File: src/rtl/uart_rx_v2_if.sv
// Receive-side handshake bundle for uart_rx_v2: the received word, its error
// flags and the valid/ready pair. The receiver drives through the master
// modport; the consumer uses the slave modport.
interface uart_rx_v2_if #(
    parameter int DATA_WIDTH = 8
) ();
    logic [DATA_WIDTH-1:0] data_o;
    logic                  parity_err_o;
    logic                  frame_err_o;
    logic                  valid_o;
    logic                  ready_i;

    modport master (
        output data_o,
        output parity_err_o,
        output frame_err_o,
        output valid_o,
        input  ready_i
    );

    modport slave (
        input  data_o,
        input  parity_err_o,
        input  frame_err_o,
        input  valid_o,
        output ready_i
    );
endinterface

File: src/rtl/uart_rx_v2.sv
// Oversampling UART receiver with a 3-sample majority vote per bit,
// optional parity, 1 or 2 stop bits and a valid/ready output store.
// Build option: define UART_RX_FIFO_EN to use a FIFO_DEPTH-entry
// first-word-fall-through FIFO as the store. When it is not defined, the
// store is a single holding register.
//
// state  | meaning
// IDLE   | line idle, waiting for a synchronized high-to-low edge
// START  | inside the start bit; a start bit that votes 1 is abandoned
// DATA   | shifting in DATA_WIDTH data bits, LSB first
// PARITY | sampling the parity bit (only when parity is enabled)
// STOP   | sampling stop bit(s); leaves at the mid-sample of the last one
module uart_rx_v2 #(
    parameter int DATA_WIDTH = 8,
    parameter int OVERSAMPLE = 16,
    parameter int DIV_WIDTH  = 16,
    parameter int FIFO_DEPTH = 8
) (
    input  logic                 clk,
    input  logic                 rstn,
    input  logic                 rx,
    input  logic [DIV_WIDTH-1:0] baud_div,
    input  logic [1:0]           parity_mode,
    input  logic                 stop2,
    output logic                 overrun_o,
    output logic                 rx_busy,
    uart_rx_v2_if.master         rx_if
);
    localparam int TW     = $clog2(OVERSAMPLE);
    localparam int BW     = $clog2(DATA_WIDTH);
    localparam int WORD_W = DATA_WIDTH + 2;
    localparam logic [TW-1:0] T_S0  = TW'(OVERSAMPLE / 2 - 1);
    localparam logic [TW-1:0] T_S1  = TW'(OVERSAMPLE / 2);
    localparam logic [TW-1:0] T_S2  = TW'(OVERSAMPLE / 2 + 1);
    localparam logic [TW-1:0] T_END = TW'(OVERSAMPLE - 1);

    typedef enum logic [2:0] {IDLE, START, DATA, PARITY, STOP} state_t;

    state_t                state_q, state_d;
    logic                  rx_s1_q, rx_s2_q, rx_s3_q;
    logic [DIV_WIDTH-1:0]  div_q, div_cnt_q;
    logic [TW-1:0]         tick_cnt_q;
    logic [BW-1:0]         bit_cnt_q;
    logic                  stop_cnt_q;
    logic [1:0]            samp_q;
    logic [DATA_WIDTH-1:0] shift_q;
    logic                  par_q, perr_q, ferr_q, done_q;
    logic                  par_en_q, par_odd_q, overrun_q;

    logic                  start_det, tick, vote_tick, bit_end, bit_val;
    logic                  full, valid, pop, push;
    logic [WORD_W-1:0]     word, rd_word;

    // rx_s3_q only remembers the previous synchronized value for edge detection
    assign start_det = (state_q == IDLE) && rx_s3_q && !rx_s2_q;
    assign tick      = (state_q != IDLE) && (div_cnt_q == '0);
    assign vote_tick = tick && (tick_cnt_q == T_S2);
    assign bit_end   = tick && (tick_cnt_q == T_END);
    assign bit_val   = (samp_q[0] & samp_q[1]) | (samp_q[0] & rx_s2_q) | (samp_q[1] & rx_s2_q);
    assign word      = {shift_q, perr_q, ferr_q};

    // Two-flop synchronizer plus edge-history flop, all idle-high
    always_ff @(posedge clk or negedge rstn) begin
        if (!rstn) begin
            rx_s1_q <= 1'b1;
            rx_s2_q <= 1'b1;
            rx_s3_q <= 1'b1;
        end else begin
            rx_s1_q <= rx;
            rx_s2_q <= rx_s1_q;
            rx_s3_q <= rx_s2_q;
        end
    end

    // FSM state register
    always_ff @(posedge clk or negedge rstn) begin
        if (!rstn) state_q <= IDLE;
        else       state_q <= state_d;
    end

    // FSM next-state logic
    always_comb begin
        state_d = state_q;
        case (state_q)
            IDLE:    if (start_det) state_d = START;
            START:   if (vote_tick && bit_val) state_d = IDLE;
                     else if (bit_end)         state_d = DATA;
            DATA:    if (bit_end && bit_cnt_q == '0) state_d = par_en_q ? PARITY : STOP;
            PARITY:  if (bit_end) state_d = STOP;
            STOP:    if (vote_tick && !stop_cnt_q) state_d = IDLE;
            default: state_d = IDLE;
        endcase
    end

    // Tick timer, sample capture, shift register and error accumulation
    always_ff @(posedge clk or negedge rstn) begin
        if (!rstn) begin
            div_q      <= '0;
            div_cnt_q  <= '0;
            tick_cnt_q <= '0;
            bit_cnt_q  <= '0;
            stop_cnt_q <= 1'b0;
            samp_q     <= 2'b11;
            shift_q    <= '0;
            par_q      <= 1'b0;
            perr_q     <= 1'b0;
            ferr_q     <= 1'b0;
            done_q     <= 1'b0;
            par_en_q   <= 1'b0;
            par_odd_q  <= 1'b0;
        end else begin
            done_q <= 1'b0;
            if (start_det) begin
                // frame settings are frozen here so mid-frame changes cannot corrupt it
                div_q      <= baud_div;
                div_cnt_q  <= baud_div;
                tick_cnt_q <= '0;
                stop_cnt_q <= stop2;
                par_en_q   <= (parity_mode == 2'b01) || (parity_mode == 2'b10);
                par_odd_q  <= (parity_mode == 2'b10);
                par_q      <= 1'b0;
                perr_q     <= 1'b0;
                ferr_q     <= 1'b0;
            end else if (state_q != IDLE) begin
                if (tick) begin
                    div_cnt_q  <= div_q;
                    tick_cnt_q <= (tick_cnt_q == T_END) ? '0 : tick_cnt_q + 1'b1;
                end else begin
                    div_cnt_q <= div_cnt_q - 1'b1;
                end
                if (tick && tick_cnt_q == T_S0) samp_q[0] <= rx_s2_q;
                if (tick && tick_cnt_q == T_S1) samp_q[1] <= rx_s2_q;
                if (vote_tick) begin
                    case (state_q)
                        DATA: begin
                            shift_q <= {bit_val, shift_q[DATA_WIDTH-1:1]};
                            par_q   <= par_q ^ bit_val;
                        end
                        PARITY: perr_q <= (par_q ^ bit_val) != par_odd_q;
                        STOP: begin
                            if (!bit_val)    ferr_q <= 1'b1;
                            if (!stop_cnt_q) done_q <= 1'b1;
                        end
                        default: ;
                    endcase
                end
                if (bit_end) begin
                    case (state_q)
                        START:   bit_cnt_q  <= BW'(DATA_WIDTH - 1);
                        DATA:    bit_cnt_q  <= bit_cnt_q - 1'b1;
                        STOP:    stop_cnt_q <= 1'b0;
                        default: ;
                    endcase
                end
            end
        end
    end

`ifdef UART_RX_FIFO_EN
    localparam int AW = $clog2(FIFO_DEPTH);

    logic [WORD_W-1:0] mem_q [FIFO_DEPTH];
    logic [AW:0]       wr_q, rd_q;

    assign valid   = (wr_q != rd_q);
    assign full    = ((wr_q - rd_q) == (AW + 1)'(FIFO_DEPTH));
    assign pop     = valid && rx_if.ready_i;
    assign push    = done_q && (!full || pop);
    assign rd_word = valid ? mem_q[rd_q[AW-1:0]] : '0;

    // FIFO pointers; the extra MSB separates full from empty
    always_ff @(posedge clk or negedge rstn) begin
        if (!rstn) begin
            wr_q <= '0;
            rd_q <= '0;
        end else begin
            if (push) wr_q <= wr_q + 1'b1;
            if (pop)  rd_q <= rd_q + 1'b1;
        end
    end

    // FIFO storage; unread entries are masked at the output, so no reset needed
    always_ff @(posedge clk) begin
        if (push) mem_q[wr_q[AW-1:0]] <= word;
    end
`else
    logic [WORD_W-1:0] hold_q;
    logic              valid_q;

    assign valid   = valid_q;
    assign full    = valid_q;
    assign pop     = valid_q && rx_if.ready_i;
    assign push    = done_q && (!full || pop);
    assign rd_word = hold_q;

    // Single holding register; a pop in the same cycle makes room for a new word
    always_ff @(posedge clk or negedge rstn) begin
        if (!rstn) begin
            hold_q  <= '0;
            valid_q <= 1'b0;
        end else if (push) begin
            hold_q  <= word;
            valid_q <= 1'b1;
        end else if (pop) begin
            valid_q <= 1'b0;
        end
    end
`endif

    // Overrun pulse when a completed frame finds no room
    always_ff @(posedge clk or negedge rstn) begin
        if (!rstn) overrun_q <= 1'b0;
        else       overrun_q <= done_q && !push;
    end

    assign {rx_if.data_o, rx_if.parity_err_o, rx_if.frame_err_o} = rd_word;
    assign rx_if.valid_o = valid;
    assign overrun_o     = overrun_q;
    assign rx_busy       = (state_q != IDLE);
endmodule

File: src/flat_wrapper.sv
// flat-port wrapper written by rule: the top's interface ports become plain ports
module uart_rx_v2_flat 
#(
    parameter int DATA_WIDTH = 8,
    parameter int OVERSAMPLE = 16,
    parameter int DIV_WIDTH  = 16,
    parameter int FIFO_DEPTH = 8
)
  (clk, rstn, rx, baud_div, parity_mode, stop2, overrun_o, rx_busy, rx_if_data_o, rx_if_parity_err_o, rx_if_frame_err_o, rx_if_valid_o, rx_if_ready_i);
  uart_rx_v2_if #(.DATA_WIDTH(DATA_WIDTH)) rx_if_i ();
  input  logic clk;
  input  logic rstn;
  input  logic rx;
  input  logic [DIV_WIDTH-1:0] baud_div;
  input  logic [1:0] parity_mode;
  input  logic stop2;
  output logic overrun_o;
  output logic rx_busy;
  output wire logic [$bits(rx_if_i.data_o)-1:0] rx_if_data_o;
  output wire logic [$bits(rx_if_i.parity_err_o)-1:0] rx_if_parity_err_o;
  output wire logic [$bits(rx_if_i.frame_err_o)-1:0] rx_if_frame_err_o;
  output wire logic [$bits(rx_if_i.valid_o)-1:0] rx_if_valid_o;
  input wire logic [$bits(rx_if_i.ready_i)-1:0] rx_if_ready_i;
  assign rx_if_data_o = rx_if_i.data_o;
  assign rx_if_parity_err_o = rx_if_i.parity_err_o;
  assign rx_if_frame_err_o = rx_if_i.frame_err_o;
  assign rx_if_valid_o = rx_if_i.valid_o;
  assign rx_if_i.ready_i = rx_if_ready_i;
  uart_rx_v2 #(.DATA_WIDTH(DATA_WIDTH), .OVERSAMPLE(OVERSAMPLE), .DIV_WIDTH(DIV_WIDTH), .FIFO_DEPTH(FIFO_DEPTH)) u_core (.clk(clk), .rstn(rstn), .rx(rx), .baud_div(baud_div), .parity_mode(parity_mode), .stop2(stop2), .overrun_o(overrun_o), .rx_busy(rx_busy), .rx_if(rx_if_i));
endmodule
File: config.mk
export PLATFORM = sky130hd
export DESIGN_NAME = uart_rx_v2_flat
export DESIGN_NICKNAME = d
export VERILOG_FILES = /design/src/rtl/uart_rx_v2_if.sv /design/src/rtl/uart_rx_v2.sv /design/src/flat_wrapper.sv
export SDC_FILE = /design/constraint.sdc
export NUM_CORES = 1
export LEC_CHECK = 0
export CORE_ASPECT_RATIO = 1.4
export CORE_MARGIN = 2
export CORE_UTILIZATION = 25
export DETAILED_ROUTE_END_ITERATION = 8
export HOLD_SLACK_MARGIN = 0.06
export PLACE_DENSITY_LB_ADDON = 0.3
export RECOVER_POWER = 100
export REMOVE_ABC_BUFFERS = 1
export SLEW_MARGIN = 20
export SYNTH_ARGS = -nofsm -noshare
export SYNTH_HDL_FRONTEND = slang
export SYNTH_SLANG_ARGS = --single-unit
File: constraint.sdc
create_clock -name clk -period 1.82 [get_ports clk]
set_input_delay 0.182 -clock clk [delete_from_list [all_inputs] [get_ports clk]]
set_output_delay 0.182 -clock clk [all_outputs]
set_load 0.005 [all_outputs]
==> impl_summary.txt <==
----------------------------------------------------
[Status]
  Status ... complete, but fails checks
  Violated checks ... setup timing

[Global routing]
  Fraction of met1 tracks used by global routing ... 15.2%
  Wire length of the first global-routing pass ... 16.9 mm
  Combined global-route utilization of all metal layers ... 13.3%
  Global-route layer with the greatest usage ... met2
  Pin count of the biggest net entering global routing ... 35
  Initial antenna violation count ... 0
  Via count of the first global-routing pass ... 3,419
  Met3 Resource Use GR ... 3.01%
  Met2 track demand over resource in global routing ... 23.7%
  Leftover overflow at the end of global routing ... 0

[Place]
  Number of input and output port buffers inserted ... 35
  Placed instance count ... 668
  Placed wire-length estimate after detailed placement ... 7.53 mm
  RePlAce Congestion ... 0.844
  Post-place setup slack ... -0.185 ns

[Timing]
  Fin crit share ... 105%
  Slew Limit Headroom ... 42.1%
  Peak clock frequency supported by timing ... 0.525 GHz
  Final critical delay including setup and external delays ... 1.90 ns
  Number of hold-slack violations in the final timing report ... 0
  Fin. max-slew vios ... 0
  Crit path setup slack, layout ... -0.0835 ns
  Worst setup skew after layout ... 0.00598 ns
  Setup repair after global routing missed its margin ... yes
  Number of setup violations in the final report ... 17
  Worst Max-Slew Pin Slew ... 0.869 ns

[Detailed routing]
  Post-route antenna net violation count ... 0
  Drt total wl ... 10.7 mm
  Routed wire length per instance ... 15.2 um
  Via Count ... 3,303
  Post-DR vias/cell ... 4.73
  Residual DRC count ... 0
  First-iteration detailed-routing DRC count ... 108
  First-pass detailed-route iteration total ... 6

[Synthesis]
  Count of yosys warnings during synthesis ... 0
  Dominant synthesized flop cell ... dfrtp_1
  Yosys top cell area share ... 44.5%
  Number of different library cells in the post-synthesis netlist ... 62
  Number of flops mapped to enable cells by yosys ... 0
  Avg Inst Size Synth ... 9.75 um2
  Post-synthesis register bit count ... 74
  Async S/R FF share, synth ... 100%
  Cell accounting for the most synthesized area ... dfrtp_1
  Area of the mapped netlist ... 3880 um2
  Number of standard cells after synthesis ... 398
  Sequential cell area fraction in the yosys report ... 47.9%
  Top cells by area, synth ... dfrtp_1 (45%), nand2_1 (9.6%), mux2_2 (4.1%)

[Setup path]
  CP arrival ... 2.16 ns
  Worst EP required ... 2.08 ns
  Type of element launching the critical path ... register
  Largest delay share family, worst path ... simple AND/OR/NAND/NOR gates
  Critical path endpoint category ... register
  Number of cells on the critical path ... 6
  Ordered list of cells on the worst path ... nor4_4 -> buf_4 -> nand4b_4 -> nor4_1 -> nand4b_1 -> a21oi_1
  Combined buffer and inverter count along the critical path ... 1
  Worst Setup Path Type ... reg2reg
  Crit-path max cell delay ... 0.45 ns
  Crit-path slowest cell ... nor4_1
  Number of cells on the worst reg-to-reg path ... 6
  Worst Path Max Fanout ... 5

[Job]
  Number of maximum-capacitance violations ... 0

[Power]
  Combinational Power Share ... 26.0%
  P_int ... 3.73 mW
  Post-layout total power ... 5.37 mW
  Leakage power of the design ... 2.52 nW
  Worst ir drop on vdd ... 0.000447 V
  Clk network pwr share ... 34.4%
  Fraction of power spent switching nets ... 30.5%
  Total power density per cell area ... 967 nW/um2
  Sw power ... 1.64 mW
  Reg power frac ... 39.6%

[Clock network]
  Clock-pin transition on the worst setup and hold timing paths ... 0.06 ns
  Number of buffers between clock root and the deepest sink ... 2
  Clock tree from TritonCTS ... built
  Root buffer cell ... clkbuf_16
  Maximum level of the CTS H-tree ... 3
  CTS buffer count ... 9
  Number of clock sinks ... 74
  Clock insertion delay at the later pin of the skew report ... 0.34 ns

[Finish]
  Leading cell type in the layout, fill and taps excluded ... nand2_1
  Final standard cell utilization of the core ... 36.7%
  Syn-to-layout area delta ... 43.2%
  FF+latch area ... 1860 um2
  Total area of multi-input combinational cells ... 2160 um2
  Antenna cell count ... 0
  Share of final-layout standard cells stronger than drive strength 1 ... 32.9%
  Commonest non-fill, non-tap cells in the layout ... nand2_1 (98), dfrtp_1 (67), buf_4 (55), nor2_1 (21), clkdlybuf4s50_1 (20)
  Post-route non-filler standard cell count ... 699
  Fill count ... 1,519
  Number of nets at the end of the flow ... 533

[Floorplanning]
  Vertical extent of the die ... 151 um
  Area of the die ... 16,500 um2
  Std-Cell Rows ... 53
  Standard cell core area ... 15,100 um2
  Starting density of the core ... 25.7%
  Die Wd ... 109 um
  Count of boundary I/O pins ... 36

[Min path]
  Number of cells traversed by the worst hold path ... 0
  Path class of the lowest-slack min-delay path ... reg2reg

----------------------------------------------------
final timing paths:
check / from / end / slack (ns)
worst min-delay path: u_core.rx_s1_q$_DFF_PN1_ / u_core.rx_s2_q$_DFF_PN1_ / 0.36
worst max register to register: u_core.div_cnt_q[5]$_DFFE_PN0P_ / u_core.state_q[1]$_DFFE_PN0P_ / -0.08
worst min register to register: u_core.rx_s1_q$_DFF_PN1_ / u_core.rx_s2_q$_DFF_PN1_ / 0.36
min in group asynchronous: rstn / u_core.hold_q[7]$_DFFE_PN0P_ / 0.49
worst max-delay path: u_core.div_cnt_q[5]$_DFFE_PN0P_ / u_core.state_q[1]$_DFFE_PN0P_ / -0.08
max in group asynchronous: rstn / u_core.state_q[0]$_DFFE_PN0P_ / 0.32
what timing repair did:
action,in CTS,in global routing
setup buffers,8,7
gates resized for setup,31,47
pin swaps,21,17
hold buffers,1,0
endpoints found under the setup margin,47,40
hold endpoints to repair,27,0
Yosys cell counts (all sizes together) (7+ instances only):
master   n
a21oi   12
clkbuf  13
dfrtp   69
ha       8
inv     10
mux2    19
mux2i    8
nand2   99
nand3   15
nor2    26
nor3     9
nor4     7
o21ai   18
xnor2    9
routing by layer:
layer  part of all wire [%]  vias up
li1                       -     1598
met1                     41     1630
met2                     54       63
met3                    3.4       12
met4                    1.6        0
met5                      0        -
registers in the layout, indices dropped and copies added, names as in the netlist, 2 cells and up:
name	count
u_core.bit_cnt_q	3
u_core.div_cnt_q	16
u_core.div_q	16
u_core.hold_q	10
u_core.samp_q	2
u_core.shift_q	8
u_core.state_q	3
u_core.tick_cnt_q	4
power groups by stage:
stage | Sequential, mW | Clock, mW | Combinational (mW)
after floorplan | 2.15 | 0 | 0.581
after global placement | 2.13 | 0 | 1.15
after detailed placement | 2.14 | 0 | 1.18
after CTS | 2.12 | 1.89 | 1.27
after global routing | 2.15 | 1.98 | 1.54
final | 2.13 | 1.85 | 1.40
cells by family (layout without fill, tap and decap cells):
logic type	count (synthesis)	count (layout)	synth area share [%]
buffers and inverters	28	137	3.00
xor gates and xnor gates	13	13	2.93
AOI/OAI and AO/OA	57	57	9.19
muxes	27	27	7.58
DFF	74	74	47.9
and+or+nand+nor	190	190	26.6
adders and majority gates	9	9	2.84
layout make-up:
type,count,share of cell area (%)
clock buffers,10,4.30
clock inverters,6,1.28
inverters,10,0.676
multi-input cells,296,38.8
flip-flops and latches,74,33.5
well taps,192,4.32
repair buffers,111,17.1
through the flow:
step,TNS (ns),area [um2],hold WS (ns)
after floorplan,-19.86,3800,-0.114
after global placement,-2.65,4870,0.164
after detailed placement,-2.92,4870,0.174
after CTS,-1.58,5380,0.257
after global routing,-2.57,5560,0.369
final,-0.531,5560,0.360
Power figures use the tool's default switching activity.
